### src/rtl/sextium_mem_bridge.sv
// Memory-side bridge between the Sextium core memory port and an asynchronous SRAM.
// Runs setup / access / ack / recover phases with a configurable number of wait states.
module sextium_mem_bridge #(
    parameter int unsigned WAIT_CYCLES = 2,
    parameter int unsigned ADDR_W      = 16
) (
    input  logic              clock,
    input  logic              reset,
    input  logic [15:0]       addr_bus,
    input  logic [15:0]       mem_bus_out,
    input  logic              mem_read,
    input  logic              mem_write,
    output logic [15:0]       mem_bus_in,
    output logic              mem_ack,
    output logic              busy,
    output logic [ADDR_W-1:0] sram_addr,
    output logic [15:0]       sram_dq_out,
    input  logic [15:0]       sram_dq_in,
    output logic              sram_dq_oe,
    output logic              sram_ce_n,
    output logic              sram_oe_n,
    output logic              sram_we_n
);

    typedef enum logic [2:0] {StIdle, StSetup, StAccess, StAck, StRecover} state_e;

    localparam logic [3:0] WaitInit = 4'(WAIT_CYCLES);

    state_e     state_q, state_d;
    logic [3:0] cnt_q, cnt_d;
    logic       wr_q, wr_d;
    logic       latch;
    logic       capture;
    logic       ce_n_d, oe_n_d, we_n_d, dq_oe_d, ack_d;

    // Upper core address bits are intentionally dropped when ADDR_W < 16.
    logic unused_addr;
    assign unused_addr = ^addr_bus;

    always_comb begin
        state_d = state_q;
        cnt_d   = cnt_q;
        wr_d    = wr_q;
        latch   = 1'b0;
        ce_n_d  = 1'b1;
        oe_n_d  = 1'b1;
        we_n_d  = 1'b1;
        dq_oe_d = 1'b0;
        ack_d   = 1'b0;
        unique case (state_q)
            StIdle: begin
                if (mem_read || mem_write) begin
                    state_d = StSetup;
                    wr_d    = mem_write;
                    latch   = 1'b1;
                end
            end
            StSetup: begin
                cnt_d   = WaitInit;
                state_d = StAccess;
                ce_n_d  = 1'b0;
                oe_n_d  = wr_q;
                dq_oe_d = wr_q;
            end
            StAccess: begin
                if (cnt_q == 4'd0) begin
                    state_d = StAck;
                end else begin
                    cnt_d = cnt_q - 4'd1;
                end
                ce_n_d  = 1'b0;
                we_n_d  = ~wr_q;
                oe_n_d  = wr_q;
                dq_oe_d = wr_q;
            end
            StAck: begin
                state_d = StRecover;
                ack_d   = 1'b1;
                dq_oe_d = wr_q;
            end
            StRecover: state_d = StIdle;
            default:   state_d = StIdle;
        endcase
    end

    // Strobes are registered from the current state, so they trail the state by one edge;
    // read data is captured on the edge that closes the visible access window.
    assign capture = (state_q == StAck) && !wr_q;

    always_ff @(posedge clock) begin
        if (reset) begin
            state_q     <= StIdle;
            cnt_q       <= 4'd0;
            wr_q        <= 1'b0;
            mem_bus_in  <= 16'h0000;
            mem_ack     <= 1'b0;
            busy        <= 1'b0;
            sram_addr   <= '0;
            sram_dq_out <= 16'h0000;
            sram_dq_oe  <= 1'b0;
            sram_ce_n   <= 1'b1;
            sram_oe_n   <= 1'b1;
            sram_we_n   <= 1'b1;
        end else begin
            state_q    <= state_d;
            cnt_q      <= cnt_d;
            wr_q       <= wr_d;
            mem_ack    <= ack_d;
            busy       <= (state_d != StIdle);
            sram_dq_oe <= dq_oe_d;
            sram_ce_n  <= ce_n_d;
            sram_oe_n  <= oe_n_d;
            sram_we_n  <= we_n_d;
            if (latch) begin
                sram_addr   <= addr_bus[ADDR_W-1:0];
                sram_dq_out <= mem_bus_out;
            end
            if (capture) begin
                mem_bus_in <= sram_dq_in;
            end
        end
    end

endmodule

### config.mk
export PLATFORM = sky130hd
export DESIGN_NAME = sextium_mem_bridge
export DESIGN_NICKNAME = d
export VERILOG_FILES = /design/src/rtl/sextium_mem_bridge.sv
export SDC_FILE = /design/constraint.sdc
export NUM_CORES = 1
export LEC_CHECK = 0
export BUFFER_PORTS_ARGS = -buffer_cell sky130_fd_sc_hd__buf_2
export CAP_MARGIN = 20
export CELL_PAD_IN_SITES_DETAIL_PLACEMENT = 1
export CELL_PAD_IN_SITES_GLOBAL_PLACEMENT = 1
export CORE_MARGIN = 2
export CORE_UTILIZATION = 33
export DETAILED_ROUTE_END_ITERATION = 12
export PLACE_DENSITY_LB_ADDON = 0.12
export SLEW_MARGIN = 20
export SYNTH_ARGS = -nofsm -noshare
export SYNTH_HDL_FRONTEND = slang
export SYNTH_SLANG_ARGS = --single-unit
### constraint.sdc
create_clock -name clock -period 1.7 [get_ports clock]
set_input_delay 0.17 -clock clock [delete_from_list [all_inputs] [get_ports clock]]
set_output_delay 0.17 -clock clock [all_outputs]
set_load 0.005 [all_outputs]
==> results_dict.tcl, run 1 <==
set metrics [dict create \
    status "completed" \
    synth_cells 284 \
    synth_fp_nets 337 \
    synth_ff_type "dfxtp_1" \
    use_met3 0.07018 \
    final_cells 488 \
    cts.path.max_buffers 2 \
    drv_cap 0 \
    postLayoutCellArea_um2 3186 \
    die_w_um 89.23 \
    worstSkewPairLatency_ps 330 \
    leakagePower_nw 1.414 \
    hold_path_class "input pin to flip-flop" \
    clock.fmax_mhz 644.3 \
    arrival_ps 1820 \
    numCtsBuffers 9 \
    postRouteAntennaNets 0 \
    row_count 31 \
    async_flop_share 0 \
    coreArea_um2 7137 \
    critical_path_class "flip-flop to flip-flop" \
    finalCriticalPeriod_ps 1552 \
    grt_use_total 0.1749 \
    path_clk_slew_ps 70 \
    drt_first_pass_iters 4 \
    crit_path_max_incr_delay_ps 470 \
    skew_ps 6.620 \
    antennaDiodeCount 0 \
    cts_tree "done" \
    fin_ws_ps 147.8 \
    worst_pin_slew_ps 689.8 \
    relSlewSlack 0.5401 \
    grt_max_degree 34 \
    synth-seq-cells 62 \
    setup_viol 0 \
    clock-root-buffer "clkbuf_8" \
    cp.required_ps 1960 \
    portBuffers 105 \
    area_growth_pct 32.88 \
    rsz0062_at_grt "false" \
    globalplace.congestion 0.7499 \
    max-vdd-ir-drop_v 0.0006466 \
    pre_cts_slack_ps 94.03 \
    final_nets 437 \
    cpMaxStageDelayCell "or4b_1" \
    setup_tns_ps 0 \
    crit_chain "inv_1 -> ha_1 -> nor3b_1 -> or4b_1 -> a31oi_1" \
    die_area_um2 7962 \
    hold_viol_final 0 \
    grt_pass1_vias 2196 \
    synth_edf_count 0 \
    start_util 0.3359 \
    power_mw 4.728 \
    met2_usage 0.2747 \
    antenna_found_initial 0 \
    viasPerCell 4.863 \
    avgSynthCellArea_um2 8.441 \
    use_met1 0.2164 \
    dr.first_iter.drc_count 66 \
    worstPathMaxFanout 5 \
    vias 2373 \
    final_util 0.4464 \
    nFillCells 911 \
    ios 106 \
    placed_cells 472 \
    power_density_nw_per_um2 1484 \
    drv_slew 0 \
    cts_num_sinks 62 \
    gr-total-overflow 0 \
    dpl_cell_area_um2 3000 \
    place_hpwl_um 4689 \
    synth_cell_types 39 \
    crit_buf_inv 1 \
    post-route-period-util 0.9130 \
    top_usage_layer "met2" \
    cp-end-kind "flip-flop" \
    drc 0 \
    die-height_um 89.23 \
    start_kind "flip-flop" \
    wl_per_cell_um 14.41 \
    syn_area_um2 2397 \
    hold_ws_ps 66.26 \
    seq_area_frac_synth 0.5177 \
    grt_first_pass_wirelength_um 10580 \
    yosys_warnings 0 \
    htreeDepth 3 \
    cpLargestDelayFamily "simple AND/OR/NAND/NOR gates" \
    drive_gt1_frac 0.3573 \
    drt-total-wl_um 7032 \
]
[path summary, 6_finish.rpt]
kind	start	to	slack, ps	cells after the start
max	cnt_q[0]	cnt_q[0]	150	5
min	sram_dq_in[9]	mem_bus_in[9]	70	3
max reg2reg	cnt_q[0]	cnt_q[0]	150	5
min reg2reg	mem_bus_in[2]	mem_bus_in[2]	450	2
[cell usage after synthesis, drive strengths merged, types with 2 or more instances]
master	n	area share
and3	2	0.0052
nor2b	2	0.0052
nand3	33	0.069
o21ai	34	0.071
nor3	3	0.011
nand2b	3	0.0078
or2	2	0.0052
dfxtp	62	0.52
a21oi	51	0.11
nand2	34	0.053
buf	8	0.023
and4bb	2	0.010
clkbuf	18	0.029
nor2	5	0.0078
inv	6	0.0094
[report_power, final]
part | leakage (nW) | total, mW | switching, mW | internal [mW]
sequential | 0.508 | 1.89 | 0.145 | 1.74
clock | 0.0968 | 1.24 | 0.571 | 0.668
combinational | 0.809 | 1.60 | 0.935 | 0.668
[per-layer routing]
layer | share of wire | routed length, um
met5 | 0 | 0
met4 | 0.0088 | 62
met3 | 0.080 | 560
met2 | 0.46 | 3224
met1 | 0.45 | 3184
[placed cells by master (no fill, tap or decap), types with 2 or more instances in the layout]
cell type and n:
and4bb_2 2, nand2b_1 3, a21oi_1 51, or2_2 2, nor3_1 2, dfxtp_1 62
o21ai_0 25, buf_2 105, clkbuf_8 9, nand2_1 34, nor2b_1 2, clkbuf_1 2
o21ai_1 9, nand3_1 33, and3_1 2, clkinv_2 4, buf_4 10, inv_1 6
nor2_1 4
[logic make-up (layout without fill, tap and decap cells)]
logic type,count (synthesis),in the layout,share of synthesized area
AOI/OAI and AO/OA,94,94,0.2083
DFF,62,62,0.5177
and+or+nand+nor,94,94,0.2041
adders and majority gates,1,1,0.005218
buffers and inverters,32,137,0.06106
xor gates and xnor gates,1,1,0.003654
[registers in the layout, indices dropped and copies added, names as in the netlist]
signal       cells
busy             1
wr_q             1
sram_we_n        1
cnt_q            4
sram_dq_out     16
sram_addr       16
state_q          3
mem_bus_in      16
sram_dq_oe       1
sram_oe_n        1
mem_ack          1
sram_ce_n        1
[timing repair]
item                       CTS  global route
setup endpoints to repair    0             3
hold buffers                 0             0
buffers inserted             0             0
gates resized for setup      0             1
[final cells by class]
cell class	instances	area [um^2]	share of cell area
sequential	62	1241	0.3896
multi-input combinational	190	1016	0.3189
timing repair buffer	115	600.6	0.1885
clock buffer	11	131.4	0.04124
tap	99	123.9	0.03888
clock inverter	5	50.05	0.01571
inverter	6	22.52	0.007070
[worst reg2reg max path, delay by kind of cell (launching register included)]
kind | cells | cell delay (ps)
adders and majority gates | 1 | 230
buffers and inverters | 1 | 70
AOI/OAI and AO/OA | 1 | 140
and+or+nand+nor | 2 | 660
DFF | 1 | 390
Power figures use the tool's default switching activity.
==> run 2, diff against run 1 <==
- SETUP_SLACK_MARGIN: default -> 0.3
==> results_dict.tcl, run 2 (synthesis gave the netlist of run 1 again) <==
set metrics [dict create \
    status "completed" \
    wl_per_cell_um 14.24 \
    ios 106 \
    critical_path_class "flip-flop to flip-flop" \
    row_count 31 \
    crit_start "cnt_q[0]" \
    hold_path_class "input pin to flip-flop" \
    clock-root-buffer "clkbuf_8" \
    clkPwrFrac 0.266 \
    holdCritStartpoint "sram_dq_in[12]" \
    power_mw 4.882 \
    die_area_um2 7962 \
    worstSkewPairLatency_ps 340 \
    reg2reg_to "cnt_q[0]" \
    place_hpwl_um 4890 \
    p_int_mw 3.233 \
    p_switching_mw 1.649 \
    final_common_cell "buf_2" \
    nFillCells 914 \
    highest_layer "met4" \
    coreArea_um2 7137 \
    cp-end-kind "flip-flop" \
    power_frac_comb 0.346 \
    reg.largest.list "mem_bus_in: 16 flops, sram_addr: 16 flops, sram_dq_out: 16 flops" \
    dr.first_iter.drc_count 67 \
    pre_cts_slack_ps 119.7 \
    leakagePower_nw 1.458 \
    antenna_found_initial 0 \
    cts.path.max_buffers 2 \
    cts_tree "done" \
    arrival_ps 1720 \
    clock.fmax_mhz 685.2 \
    switching_share 0.3377 \
    wl_met1_um 3236 \
    max-vdd-ir-drop_v 0.0005763 \
    path_clk_slew_ps 60 \
    worst_pin_slew_ps 666.6 \
    numCtsBuffers 9 \
    vias 2367 \
    r2r-start "cnt_q[0]" \
    worstPathMaxFanout 5 \
    cp.required_ps 1960 \
    die-height_um 89.23 \
    r2r_cells 5 \
    grt_first_pass_wirelength_um 10920 \
    cts_num_sinks 62 \
    antennaDiodeCount 0 \
    hold_ws_ps 64.66 \
    final_cell_mix "105 x buf_2, 59 x dfxtp_1, 51 x a21oi_1, 34 x nand2_1, 33 x nand3_1" \
    drive_gt1_frac 0.3832 \
    grt_pass1_vias 2232 \
    viasPerCell 4.801 \
    drt_first_pass_iters 4 \
    finalCriticalPeriod_ps 1459 \
    grt_max_degree 34 \
    final_util 0.4588 \
    drt-total-wl_um 7019 \
    relSlewSlack 0.5556 \
    htreeDepth 3 \
    fin_ws_ps 240.5 \
    rsz0062_at_grt "true" \
    power_density_nw_per_um2 1491 \
    area_growth_pct 36.59 \
    drv_cap 0 \
    dpl_cell_area_um2 3009 \
    gr-total-overflow 0 \
    cp-endpoint "cnt_q[0]" \
    final_cells 493 \
    seq_power_share 0.389 \
    met3_length_um 562 \
    start_kind "flip-flop" \
    rrSetupSlack_ps 240 \
    start_util 0.3359 \
    postRouteAntennaNets 0 \
    setup_viol 0 \
    wl_met2_um 3125 \
    globalplace.congestion 0.7526 \
    placed_cells 473 \
    final_nets 442 \
    skew_ps 6.152 \
    setup_tns_ps 0 \
    hold_viol_final 0 \
    post-route-period-util 0.8585 \
    postLayoutCellArea_um2 3274 \
    drv_slew 0 \
    die_w_um 89.23 \
    grt_use_total 0.1796 \
    portBuffers 105 \
    drc 0 \
]
[run 2: critical path, stage by stage (launching register included)]
cell and delay, ps:
dfxtp_4 360, inv_1 50, ha_2 180, nor3b_2 180, or4b_1 480, a31oi_1 130
[run 2: power by group through the flow]
| stage | registers [mW] | clock network (mW) | logic (mW) |
|---|---|---|---|
| after detailed placement | 1.92 | 0 | 1.63 |
| after floorplan | 1.94 | 0 | 1.00 |
| after global routing | 1.93 | 1.42 | 1.90 |
| after global placement | 1.91 | 0 | 1.59 |
| after CTS | 1.90 | 1.34 | 1.68 |
| final | 1.90 | 1.30 | 1.69 |
[run 2: how the worst min path moves through the flow]
stage	slack, ps	cells past startpoint	to
global placement	410	3	mem_bus_in[11]
CTS	50	3	mem_bus_in[0]
detailed placement	420	3	mem_bus_in[0]
floorplan	300	2	sram_we_n
global route	60	3	mem_bus_in[15]
finish	60	3	mem_bus_in[12]
[run 2: cell type report]
type | instances | area [um^2] | share of cell area
clock buffer | 12 | 155.1 | 0.04738
clock inverter | 4 | 45.04 | 0.01376
inverter | 6 | 22.52 | 0.006878
multi-input combinational | 190 | 1035 | 0.3160
sequential | 62 | 1247 | 0.3810
tap | 99 | 123.9 | 0.03783
timing repair buffer | 120 | 645.6 | 0.1972
[run 2: repair_timing]
item / 4_1_cts / 5_1_grt
gates resized for setup: 6 / 4
setup buffers: 3 / 1
endpoints found under the setup margin: 37 / 25
hold buffers: 0 / 0
pin swaps: 0 / 1
gates cloned: 0 / 0
[run 2: routing by layer]
metal / global-route usage / up-vias
met3: 0.05355 / 8
met5: 0 / -
met2: 0.2815 / 86
li1: - / 1200
met4: 0.07734 / 0
met1: 0.2299 / 1073
==> run 3, diff against run 2 <==
- CORE_UTILIZATION: 33 -> 30
- GPL_TIMING_DRIVEN: default -> 0
- clock period: 1.7 -> 1.3 ns (I/O delays scaled with it)
==> results_dict.tcl, run 3 (synthesis gave the netlist of run 1 again) <==
set metrics [dict create \
    seq_power_share 0.300 \
    drt_first_pass_iters 4 \
    gr-total-overflow 0 \
    die-height_um 93.39 \
    globalplace.congestion 0.7262 \
    crit_chain "buf_6 -> or4_4 -> o31a_1 -> o21a_1" \
    status "finished with violations" \
    finalCriticalPeriod_ps 1409 \
    skew_ps 8.666 \
    hold_path_class "input pin to flip-flop" \
    place_hpwl_um 5391 \
    final_common_cell "buf_2" \
    setup_tns_ps -1327 \
    final_nets 480 \
    row_count 32 \
    htreeDepth 3 \
    dr.first_iter.drc_count 86 \
    violations "negative setup slack" \
    crit_buf_inv 1 \
    cts_num_sinks 62 \
    power_density_nw_per_um2 2039 \
    viasPerCell 4.979 \
    clock-root-buffer "clkbuf_8" \
    relSlewSlack 0.5574 \
    postLayoutCellArea_um2 4243 \
    clock.fmax_mhz 709.5 \
    drc 0 \
    arrival_ps 1640 \
    cts_hold_buf 0 \
    drt-total-wl_um 8933 \
    max-vdd-ir-drop_v 0.0009336 \
    dpl_cell_area_um2 3098 \
    final_cells 534 \
    wl_per_cell_um 16.73 \
    placed_cells 491 \
    drv_slew 0 \
    cp.required_ps 1530 \
    die_w_um 93.39 \
    coreArea_um2 7727 \
    cpLargestDelayFamily "simple AND/OR/NAND/NOR gates" \
    post-route-period-util 1.084 \
    ios 106 \
    power_frac_comb 0.481 \
    final_util 0.5491 \
    hold_viol_final 0 \
    min_path_cells 3 \
    antennaDiodeCount 0 \
    grt_max_degree 11 \
    portBuffers 105 \
    rsz0062_at_grt "true" \
    final_cell_mix "105 x buf_2, 52 x dfxtp_1, 29 x a21oi_2, 28 x o21ai_2" \
    area_growth_pct 76.98 \
    crit_path_max_incr_delay_ps 420 \
    vias 2659 \
    path_clk_slew_ps 70 \
    postRouteAntennaNets 0 \
    leakagePower_nw 1.834 \
    r2r_cells 4 \
    worst_pin_slew_ps 663.9 \
    switching_share 0.3588 \
    fin_ws_ps -109.5 \
    antenna_found_initial 0 \
    rrSetupSlack_ps -110 \
    grt_use_total 0.1916 \
    cts.path.max_buffers 2 \
    die_area_um2 8722 \
    worstPathMaxFanout 6 \
    crit_cells 4 \
    start_util 0.3102 \
    start_kind "flip-flop" \
    drv_cap 0 \
    reg.largest.list "mem_bus_in: 16 flops, sram_addr: 16 flops, sram_dq_out: 16 flops" \
    grt_first_pass_wirelength_um 13040 \
    p_int_mw 5.546 \
    setup_viol 35 \
    cts_tree "done" \
    worstSkewPairLatency_ps 340 \
    grt_pass1_vias 2630 \
    p_switching_mw 3.103 \
    cpMaxStageDelayCell "or4_4" \
    nFillCells 905 \
    numCtsBuffers 9 \
    drive_gt1_frac 0.6898 \
    cp-end-kind "flip-flop" \
    pre_cts_slack_ps -250.9 \
    clkPwrFrac 0.219 \
    critical_path_class "flip-flop to flip-flop" \
]
run 3: cell types whose count changed in the layout (fill, tap and decap cells not counted), sizes merged:
cell	delta
bufinv	+1
buf	+24
clkbuf	+14
clkinv	-1
run 3: power by group through the flow:
stage / Clock (mW) / Combinational (mW) / Sequential, mW
6_report: 1.90 / 4.16 / 2.60
5_1_grt: 2.03 / 4.47 / 2.65
4_1_cts: 1.92 / 3.48 / 2.57
3_5_place_dp: 0 / 2.22 / 2.56
3_3_place_gp: 0 / 2.19 / 2.55
2_1_floorplan: 0 / 1.40 / 2.56
run 3: tightest hold or removal path, stage by stage:
cell     delay [ps]
buf_2           100
nand2_2          50
a21oi_2          40
run 3: timing repair:
item / CTS / global route
pin swaps: 50 / 36
cloned: 5 / 1
gates resized for setup: 108 / 112
setup buffers: 11 / 10
setup endpoints to repair: 60 / 65
run 3: layout make-up:
| cell class | instances | area, um^2 | share of cell area |
|---|---|---|---|
| inverter | 6 | 22.52 | 0.005308 |
| buffer | 26 | 219.0 | 0.05161 |
| clock buffer | 12 | 145.1 | 0.03421 |
| clock inverter | 4 | 70.07 | 0.01651 |
| timing repair buffer | 132 | 817.0 | 0.1926 |
| sequential | 62 | 1264 | 0.2978 |
| multi-input combinational | 190 | 1578 | 0.3719 |
| tap | 102 | 127.6 | 0.03008 |
run 3: per-layer routing:
metal | global-route usage | vias to the layer above | part of all wire
met2 | 0.3094 | 61 | 0.52
met4 | 0.05515 | 0 | 0.0073
met1 | 0.2492 | 1305 | 0.43
met5 | 0 | - | 0
met3 | 0.05479 | 7 | 0.050
li1 | - | 1286 | -
run 3: path summary, 6_finish.rpt:
path / start / to
worst max register to register: state_q[2] / cnt_q[3]
worst max-delay path: state_q[2] / cnt_q[3]
worst min register to register: mem_bus_in[1] / mem_bus_in[1]
worst min-delay path: sram_dq_in[0] / mem_bus_in[0]
run 3: stage by stage:
step	power [mW]	hold slack, ps
floorplan	3.960	261.7
CTS	7.981	15.39
detailed placement	4.782	378.5
global route	9.150	16.66
global placement	4.743	372.7
finish	8.649	27.86
